## src/rtl/rc4_pkg.sv

```systemverilog
// Shared types and constants for the RC4 phase scheduler.
// Holds the state encoding, the phase codes and the memory port widths.
package rc4_pkg;

    localparam int ADDR_W      = 8;
    localparam int DATA_W      = 8;
    localparam int TIMEOUT_DEF = 8192;
    localparam int CNT_W       = 16;

    localparam logic [1:0] PH_NONE = 2'd0;
    localparam logic [1:0] PH_INIT = 2'd1;
    localparam logic [1:0] PH_KSA  = 2'd2;
    localparam logic [1:0] PH_PRGA = 2'd3;

    typedef enum logic [2:0] {
        ST_IDLE,
        ST_INIT,
        ST_KSA,
        ST_PRGA,
        ST_DONE,
        ST_ERR
    } state_t;

    function automatic logic is_phase(input state_t s);
        return (s == ST_INIT) || (s == ST_KSA) || (s == ST_PRGA);
    endfunction

endpackage

```

## src/rtl/phase_watchdog.sv

```systemverilog
// Per-phase cycle counter; flags expiry when a phase has run TIMEOUT cycles.
// Clear has priority so each phase starts counting from zero.
module phase_watchdog
    import rc4_pkg::*;
#(
    parameter int TIMEOUT = TIMEOUT_DEF
) (
    input  logic clk,
    input  logic rst,
    input  logic i_clear,
    input  logic i_enable,
    output logic o_expire
);

    logic [CNT_W-1:0] r_cnt;

    always_ff @(posedge clk or negedge rst) begin
        if (!rst) begin
            r_cnt <= '0;
        end else if (i_clear) begin
            r_cnt <= '0;
        end else if (i_enable) begin
            r_cnt <= r_cnt + CNT_W'(1);
        end
    end

    assign o_expire = i_enable && (r_cnt == CNT_W'(TIMEOUT - 1));

endmodule

```

## src/rtl/rc4_sched.sv

```systemverilog
// RC4 phase sequencer: steps init -> KSA -> PRGA and routes the active
// engine onto the shared S-memory port with no added latency.
module rc4_sched
    import rc4_pkg::*;
#(
    parameter int TIMEOUT = TIMEOUT_DEF
) (
    input  logic              clk,
    input  logic              rst,
    input  logic              start,
    output logic              done,
    output logic              err,
    output logic [1:0]        phase,
    output logic              init_start,
    output logic              ksa_start,
    output logic              prga_start,
    input  logic              init_finish,
    input  logic              ksa_finish,
    input  logic              prga_finish,
    input  logic [ADDR_W-1:0] init_addr,
    input  logic [ADDR_W-1:0] ksa_addr,
    input  logic [ADDR_W-1:0] prga_addr,
    input  logic [DATA_W-1:0] init_data,
    input  logic [DATA_W-1:0] ksa_data,
    input  logic [DATA_W-1:0] prga_data,
    input  logic              init_wren,
    input  logic              ksa_wren,
    input  logic              prga_wren,
    output logic [ADDR_W-1:0] s_addr,
    output logic [DATA_W-1:0] s_data,
    output logic              s_wren
);

    state_t r_state;
    state_t w_next;
    logic   w_expire;
    logic   w_clear;
    logic   w_enable;

    assign w_enable = is_phase(r_state);
    // Any state change restarts the count, so every phase entry sees zero.
    assign w_clear  = (w_next != r_state);

    phase_watchdog #(
        .TIMEOUT (TIMEOUT)
    ) u_wdog (
        .clk      (clk),
        .rst      (rst),
        .i_clear  (w_clear),
        .i_enable (w_enable),
        .o_expire (w_expire)
    );

    always_ff @(posedge clk or negedge rst) begin
        if (!rst) begin
            r_state <= ST_IDLE;
        end else begin
            r_state <= w_next;
        end
    end

    // Abort beats finish, and finish beats a same-cycle expiry.
    always_comb begin
        w_next = r_state;
        case (r_state)
            ST_IDLE: if (start) w_next = ST_INIT;
            ST_INIT: begin
                if (!start)           w_next = ST_IDLE;
                else if (init_finish) w_next = ST_KSA;
                else if (w_expire)    w_next = ST_ERR;
            end
            ST_KSA: begin
                if (!start)           w_next = ST_IDLE;
                else if (ksa_finish)  w_next = ST_PRGA;
                else if (w_expire)    w_next = ST_ERR;
            end
            ST_PRGA: begin
                if (!start)           w_next = ST_IDLE;
                else if (prga_finish) w_next = ST_DONE;
                else if (w_expire)    w_next = ST_ERR;
            end
            ST_DONE, ST_ERR: if (!start) w_next = ST_IDLE;
            default: w_next = ST_IDLE;
        endcase
    end

    always_comb begin
        done       = 1'b0;
        err        = 1'b0;
        phase      = PH_NONE;
        init_start = 1'b0;
        ksa_start  = 1'b0;
        prga_start = 1'b0;
        s_addr     = '0;
        s_data     = '0;
        s_wren     = 1'b0;
        case (r_state)
            ST_INIT: begin
                phase      = PH_INIT;
                init_start = 1'b1;
                s_addr     = init_addr;
                s_data     = init_data;
                s_wren     = init_wren;
            end
            ST_KSA: begin
                phase     = PH_KSA;
                ksa_start = 1'b1;
                s_addr    = ksa_addr;
                s_data    = ksa_data;
                s_wren    = ksa_wren;
            end
            ST_PRGA: begin
                phase      = PH_PRGA;
                prga_start = 1'b1;
                s_addr     = prga_addr;
                s_data     = prga_data;
                s_wren     = prga_wren;
            end
            ST_DONE: done = 1'b1;
            ST_ERR:  err  = 1'b1;
            default: ;
        endcase
    end

endmodule

```

## config.mk

```make
export PLATFORM = sky130hd
export DESIGN_NAME = rc4_sched
export DESIGN_NICKNAME = d
export VERILOG_FILES = /design/src/rtl/rc4_pkg.sv /design/src/rtl/phase_watchdog.sv /design/src/rtl/rc4_sched.sv
export SDC_FILE = /design/constraint.sdc
export NUM_CORES = 1
export LEC_CHECK = 0
export BUFFER_PORTS_ARGS = -buffer_cell sky130_fd_sc_hd__buf_2
export CAP_MARGIN = 30
export CORE_ASPECT_RATIO = 2
export CORE_UTILIZATION = 40
export CTS_BUF_LIST = sky130_fd_sc_hd__clkbuf_16
export CTS_CLUSTER_DIAMETER = 120
export DETAILED_ROUTE_END_ITERATION = 12
export HOLD_SLACK_MARGIN = 0.15
export PLACE_DENSITY = 0.73
export SYNTH_ARGS = -nofsm -noshare
export SYNTH_HDL_FRONTEND = slang
export SYNTH_HIERARCHICAL = 1
export SYNTH_SLANG_ARGS = --single-unit
```

## constraint.sdc

```tcl
create_clock -name clk -period 3.2 [get_ports clk]
set_input_delay 0.16 -clock clk [delete_from_list [all_inputs] [get_ports clk]]
set_output_delay 0.16 -clock clk [all_outputs]
set_load 0.005 [all_outputs]
```

==> results of run 1 <==
power by group:
part           leakage [nW]  total, mW  internal [mW]  switching (mW)
combinational         0.763      0.177         0.0884          0.0881
clock                0.0409      0.250          0.167          0.0824
sequential            0.263      0.252          0.247         0.00501
total                  1.07      0.679          0.503           0.176
timing repair:
action	CTS	global route
hold buffers	1	0
setup buffers	0	0
setup endpoints to repair	0	0
hold endpoints to repair	19	0
logic make-up (layout without fill, tap and decap cells):
group           count (synthesis)  after routing  synth area share, %
flops                          19             19                 29.9
xor+xnor                        9              9                 4.96
compound gates                 40             40                 17.0
simple gates                   89             89                 27.9
mux                            20             20                 14.1
fa+ha+maj                       1              1                0.787
buf+inv                        20             99                 5.35
state kept, by name, summed over array words and instances, names as in the netlist:
signal and cells:
u_wdog/r_cnt 16, r_state 3
placed cells by master, fill, tap and decap left out, types with 2 or more instances in the layout:
cell type	n
buf_2	80
o31ai_1	2
dfrtp_1	19
clkbuf_16	3
nand3_1	9
nand2b_1	2
o21ai_0	6
nand4_1	6
nand2_1	10
xnor2_1	4
inv_1	6
nor3_1	2
nor4_1	3
buf_4	8
and2_1	5
xor2_1	5
nor2_1	36
nor2b_1	7
or3_1	2
a21oi_1	9
mux2_2	19
a22oi_1	17
cells in the mapped netlist (all sizes together):
cell type	number
mux2	19
mux2i	1
o31ai	2
a22oi	17
o2111ai	1
or2	1
nand3	9
xnor2	4
nor2	36
o211ai	1
and4	1
xor2	5
a211o	1
dfrtp	19
nand2	10
nand2b	2
buf	11
or3b	1
nor4	3
inv	6
a21oi	9
o21ai	6
clkbuf	3
ha	1
and3	1
or4	1
nor3	2
a221oi	1
or3	3
and2	5
a41oi	1
nor2b	7
o211a	1
nand4	7
final timing paths:
path | endpoint | cells past startpoint | from
max | u_wdog/r_cnt[15] | 13 | u_wdog/r_cnt[0]
max reg2reg | u_wdog/r_cnt[15] | 13 | u_wdog/r_cnt[0]
min | r_state[2] | 3 | start
min reg2reg | u_wdog/r_cnt[1] | 2 | u_wdog/r_cnt[1]
min in group asynchronous | u_wdog/r_cnt[9] | 2 | rst
max in group asynchronous | u_wdog/r_cnt[2] | 2 | rst
layer usage:
metal	GRT usage (%)	wire (um)	vias up
met5	0	0	-
li1	-	-	869
met2	43.3	2520	83
met3	3.38	375	13
met1	19.3	1560	823
met4	9.56	116	0
area by class of cell:
type,instances,area [um2]
clock buffers,3,75.1
fillers,394,1700
flip-flops and latches,19,475
repair buffers,89,470
well taps,51,63.8
inverters,6,22.5
clock inverters,1,5.00
multi-input cells,159,1030
tightest hold or removal path: cells and delay by family:
family	cells	cell delay (ps)
simple gates	1	60
buf+inv	1	130
compound gates	1	40
metrics by stage:
step                cells  area (um2)
CTS                   328        2140
finish                328        2140
floorplan             198        1590
global placement      323        2050
detailed placement    323        2050
global route          328        2140
==> impl_metrics.csv, run 1 <==
group,metric,value,unit
worst_setup_path,cp.required,3330,ps
synth,ys_types,37,
clocking,cts_tree,"done",
cells_and_area,drive_above_1_share,41.2,%
detailed_routing,detail-route-antenna-nets,0,
sta,rsz0062_at_grt,"false",
worst_setup_path,path_cells,"ha_1 > and3_1 > nand3_1 > nor4_1 > buf_4 > or3b_1 > nand3_1 > o211ai_1 > a211o_1 > o211a_1 > nand2_1 > nor4_1 > mux2_2",
worst_setup_path,critical_path.max_stage_delay,400,ps
synth,yosys_warnings,6,
pwr,p_total,0.679,mW
placement,hpwl,3.51,mm
clocking,clk_pin_slew,50,ps
placement,place_ws,305,ps
sta,finalWorstSetupSlack,293,ps
synth,yosysSeqAreaShare,29.9,%
clocking,cts_sinks,19,
global_route,antenna_found_initial,0,
die,rows,32,
worst_setup_path,critPathLaunchType,"flop",
synth,synth_nets,256,
cells_and_area,num_antenna_cells,0,
worst_setup_path,worstSetupPathType,"reg2reg",
worst_setup_path,cpLargestDelayFamily,"simple AND/OR/NAND/NOR gates",
cells_and_area,nNetsFinal,336,
synth,syn_area_per_cell,8.03,um2
sta,hold_slack,193,ps
synth,synth_area_leader_cell,"dfrtp_1",
die,initial_utilization,41.3,%
outcome,outcome,"completed",
sta,hold_viol_final,0,
die,dieArea,0.00424,mm2
cells_and_area,postLayoutCoreUtil,55.7,%
die,chipWidth,46.6,um
cells_and_area,area.growth.synth_to_final,34.7,%
die,io_pins,81,
pwr,power_density,317,mW/mm2
worst_setup_path,regToRegSetupSlack,290,ps
sta,slew_headroom,70.7,%
die,core-area,0.00384,mm2
sta,setup_viol,0,
synth,synth-seq-cells,19,
worst_setup_path,arrival,3040,ps
clocking,ctsResizeCount,0,
global_route,grt_pass1_wl,7.08,mm
worst_hold_path,hold_path.class,"in2reg",
placement,port_buffers,80,
clocking,cts-root-buf,"clkbuf_16",
clocking,cts_buffer_depth,2,
detailed_routing,wl_per_cell,13.9,um
detailed_routing,drc,0,
flow_run,cap_violations,0,
detailed_routing,first_iter_violations,42,
sta,maxSlewViolCount,0,
pwr,p_leak,1.07,nW
sta,clock.fmax,344,MHz
sta,worst_pin_slew,439,ps
detailed_routing,dr.pass1.iters,4,
global_route,track_usage,22.2,%
sta,period_needed,2910,ps
placement,gp_congestion,0.839,
synth,synth_area_leaders,"dfrtp_1 30%, mux2_2 13%, nor2_1 8.5%",
sta,fin_crit_sh,90.9,%
clocking,htree_levels,1,
sta,skew,1.65,ps
worst_setup_path,critPathSlowestCell,"dfrtp_1",
pwr,peakVddDrop,0.000356,V
worst_setup_path,path_buf_inv,1,
worst_setup_path,cp_max_fo,6,
synth,yosys.area.top_type_share,29.9,%
clocking,cts_buffers,3,
synth,synth_area,0.00159,mm2
synth,synthCells,198,
detailed_routing,wl,4.57,mm
detailed_routing,viasPerCell,5.45,
detailed_routing,vias,1788,
global_route,grt_overflow,0,
worst_setup_path,end_kind,"flop",
global_route,grt_pass1_vias,1708,
sta,setup-tns-final,0,ps
die,die_h,91.1,um
global_route,grt_max_degree,33,
clocking,clk_latency,250,ps
No activity file was read; power rests on OpenSTA's default activity.
==> run 2: changes to the inputs <==
--- a/config.mk
+++ b/config.mk
@@ -5,7 +5,7 @@
 export SDC_FILE = /design/constraint.sdc
 export NUM_CORES = 1
 export LEC_CHECK = 0
-export BUFFER_PORTS_ARGS = -buffer_cell sky130_fd_sc_hd__buf_2
+export BUFFER_PORTS_ARGS = -buffer_cell sky130_fd_sc_hd__clkbuf_2
 export CAP_MARGIN = 30
 export CORE_ASPECT_RATIO = 2
 export CORE_UTILIZATION = 40
==> constraint.sdc (replaced) <==
create_clock -name clk -period 3.2 [get_ports clk]
set_input_delay 0.16 -clock clk [delete_from_list [all_inputs] [get_ports clk]]
set_output_delay 0.16 -clock clk [all_outputs]
set_load 0.01 [all_outputs]
==> run 2 against run 1 <==
Clock power is essentially flat. Hold slack improved by 3.2 ps. First-iteration DRC count down 19%. Final area rose by 0.29%. Sequential cell count did not move. Register-to-register slack got worse by 60 ps. Critical path type unchanged.
==> impl_metrics.csv, run 2 (synthesis results as in run 1) <==
group,metric,value,unit
worst_setup_path,cp.required,3330,ps
cells_and_area,finalNonFillerCells,328,
global_route,grt_max_degree,33,
cells_and_area,num_antenna_cells,0,
detailed_routing,wl_per_cell,13.6,um
sta,skew,1.55,ps
cells_and_area,fillerInstances,395,
clocking,htree_levels,1,
cells_and_area,area.growth.synth_to_final,35.1,%
cells_and_area,postLayoutCoreUtil,55.9,%
placement,hpwl,3.42,mm
clocking,cts_buffer_depth,2,
cells_and_area,reg.largest.list,"u_wdog/r_cnt (16), r_state (3)",
global_route,antenna_found_initial,0,
cells_and_area,nNetsFinal,336,
flow_run,cap_violations,0,
sta,finalWorstSetupSlack,231,ps
pwr,p_total,0.688,mW
sta,worst_pin_slew,471,ps
placement,placed_cells,323,
worst_setup_path,worstSetupPathType,"reg2reg",
pwr,p_leak,1.06,nW
detailed_routing,detail-route-antenna-nets,0,
pwr,peakVddDrop,0.000425,V
sta,hold_viol_final,0,
clocking,clk_pin_slew,50,ps
placement,place_ws,291,ps
sta,clock.fmax,337,MHz
worst_hold_path,hold_path.class,"in2reg",
die,core-area,0.00384,mm2
detailed_routing,dr.pass1.iters,4,
detailed_routing,vias,1764,
pwr,power_density,320,mW/mm2
clocking,cts_sinks,19,
die,rows,32,
worst_setup_path,end_kind,"flop",
detailed_routing,viasPerCell,5.38,
sta,rsz0062_at_grt,"false",
global_route,grt_pass1_vias,1644,
sta,maxSlewViolCount,0,
global_route,grt_pass1_wl,6.87,mm
worst_setup_path,arrival,3100,ps
placement,port_buffers,80,
cells_and_area,final_cell_mix,"80 x clkbuf_2, 36 x nor2_1, 19 x mux2_2",
sta,period_needed,2970,ps
sta,fin_crit_sh,92.8,%
die,initial_utilization,41.3,%
detailed_routing,wl,4.45,mm
clocking,cts_tree,"done",
sta,setup_viol,0,
clocking,cts_buffers,3,
die,die_h,91.1,um
cells_and_area,fin_area,0.00215,mm2
clocking,cts-root-buf,"clkbuf_16",
outcome,outcome,"completed",
worst_setup_path,critPathLaunchType,"flop",
sta,setup-tns-final,0,ps
detailed_routing,drc,0,
die,dieArea,0.00424,mm2
clocking,cts_setup_buffers,0,
sta,slew_headroom,68.6,%
die,io_pins,81,
clocking,clk_latency,250,ps
cells_and_area,top_register,"u_wdog/r_cnt",
detailed_routing,first_iter_violations,34,
global_route,track_usage,21.2,%
placement,gp_congestion,0.870,
cells_and_area,drive_above_1_share,41.5,%
global_route,grt_overflow,0,
placement,dpl_cell_area,0.00205,mm2
cells_and_area,largest_register_ffs,16,
cells_and_area,layout_commonest_cell,"clkbuf_2",
worst_setup_path,cp_max_fo,6,
sta,hold_slack,196,ps
die,chipWidth,46.6,um
run 2: path summary, 6_finish.rpt:
kind,start,end,slack (ps),cells past startpoint
worst max-delay path,u_wdog/r_cnt[0],u_wdog/r_cnt[15],230,13
worst min-delay path,start,r_state[2],200,3
worst max register to register,u_wdog/r_cnt[0],u_wdog/r_cnt[15],230,13
worst min register to register,u_wdog/r_cnt[1],u_wdog/r_cnt[1],550,2
max in group asynchronous,rst,u_wdog/r_cnt[4],2460,2
min in group asynchronous,rst,u_wdog/r_cnt[10],400,2
run 2: power breakdown:
| group | switching (mW) | total (mW) | internal, mW |
|---|---|---|---|
| sequential | 0.00505 | 0.252 | 0.247 |
| combinational | 0.0977 | 0.186 | 0.0887 |
| clock | 0.0833 | 0.249 | 0.166 |
| total | 0.186 | 0.688 | 0.502 |
run 2: worst max-delay path, cell delays in order (launching register included):
cell,delay (ps)
dfrtp_1,400
ha_1,260
and3_1,220
nand3_1,80
nor4_1,40
buf_4,150
or3b_1,390
nand3_1,100
o211ai_1,100
a211o_1,330
o211a_1,290
nand2_1,150
nor4_1,80
mux2_2,270
run 2: final cells by class:
class	instances	area [um2]	area share (%)
Multi-Input combinational cell	159	1030	48.2
Sequential cell	19	477	22.2
Timing Repair Buffer	89	470	21.9
Clock buffer	3	75.1	3.50
Tap cell	51	63.8	2.97
Inverter	6	22.5	1.05
Clock inverter	1	3.75	0.175
run 2: per-layer routing:
layer	track usage (%)	share of wire [%]	wire length [um]
met1	20.4	36	1590
met2	40.2	53	2350
met3	3.58	9.0	401
met4	7.84	2.2	99
met5	0	0	0
run 2: timing repair:
action,CTS,global route
resized for setup,0,2
endpoints found under the hold margin,19,0
setup endpoints to repair,0,2
hold buffers,1,0
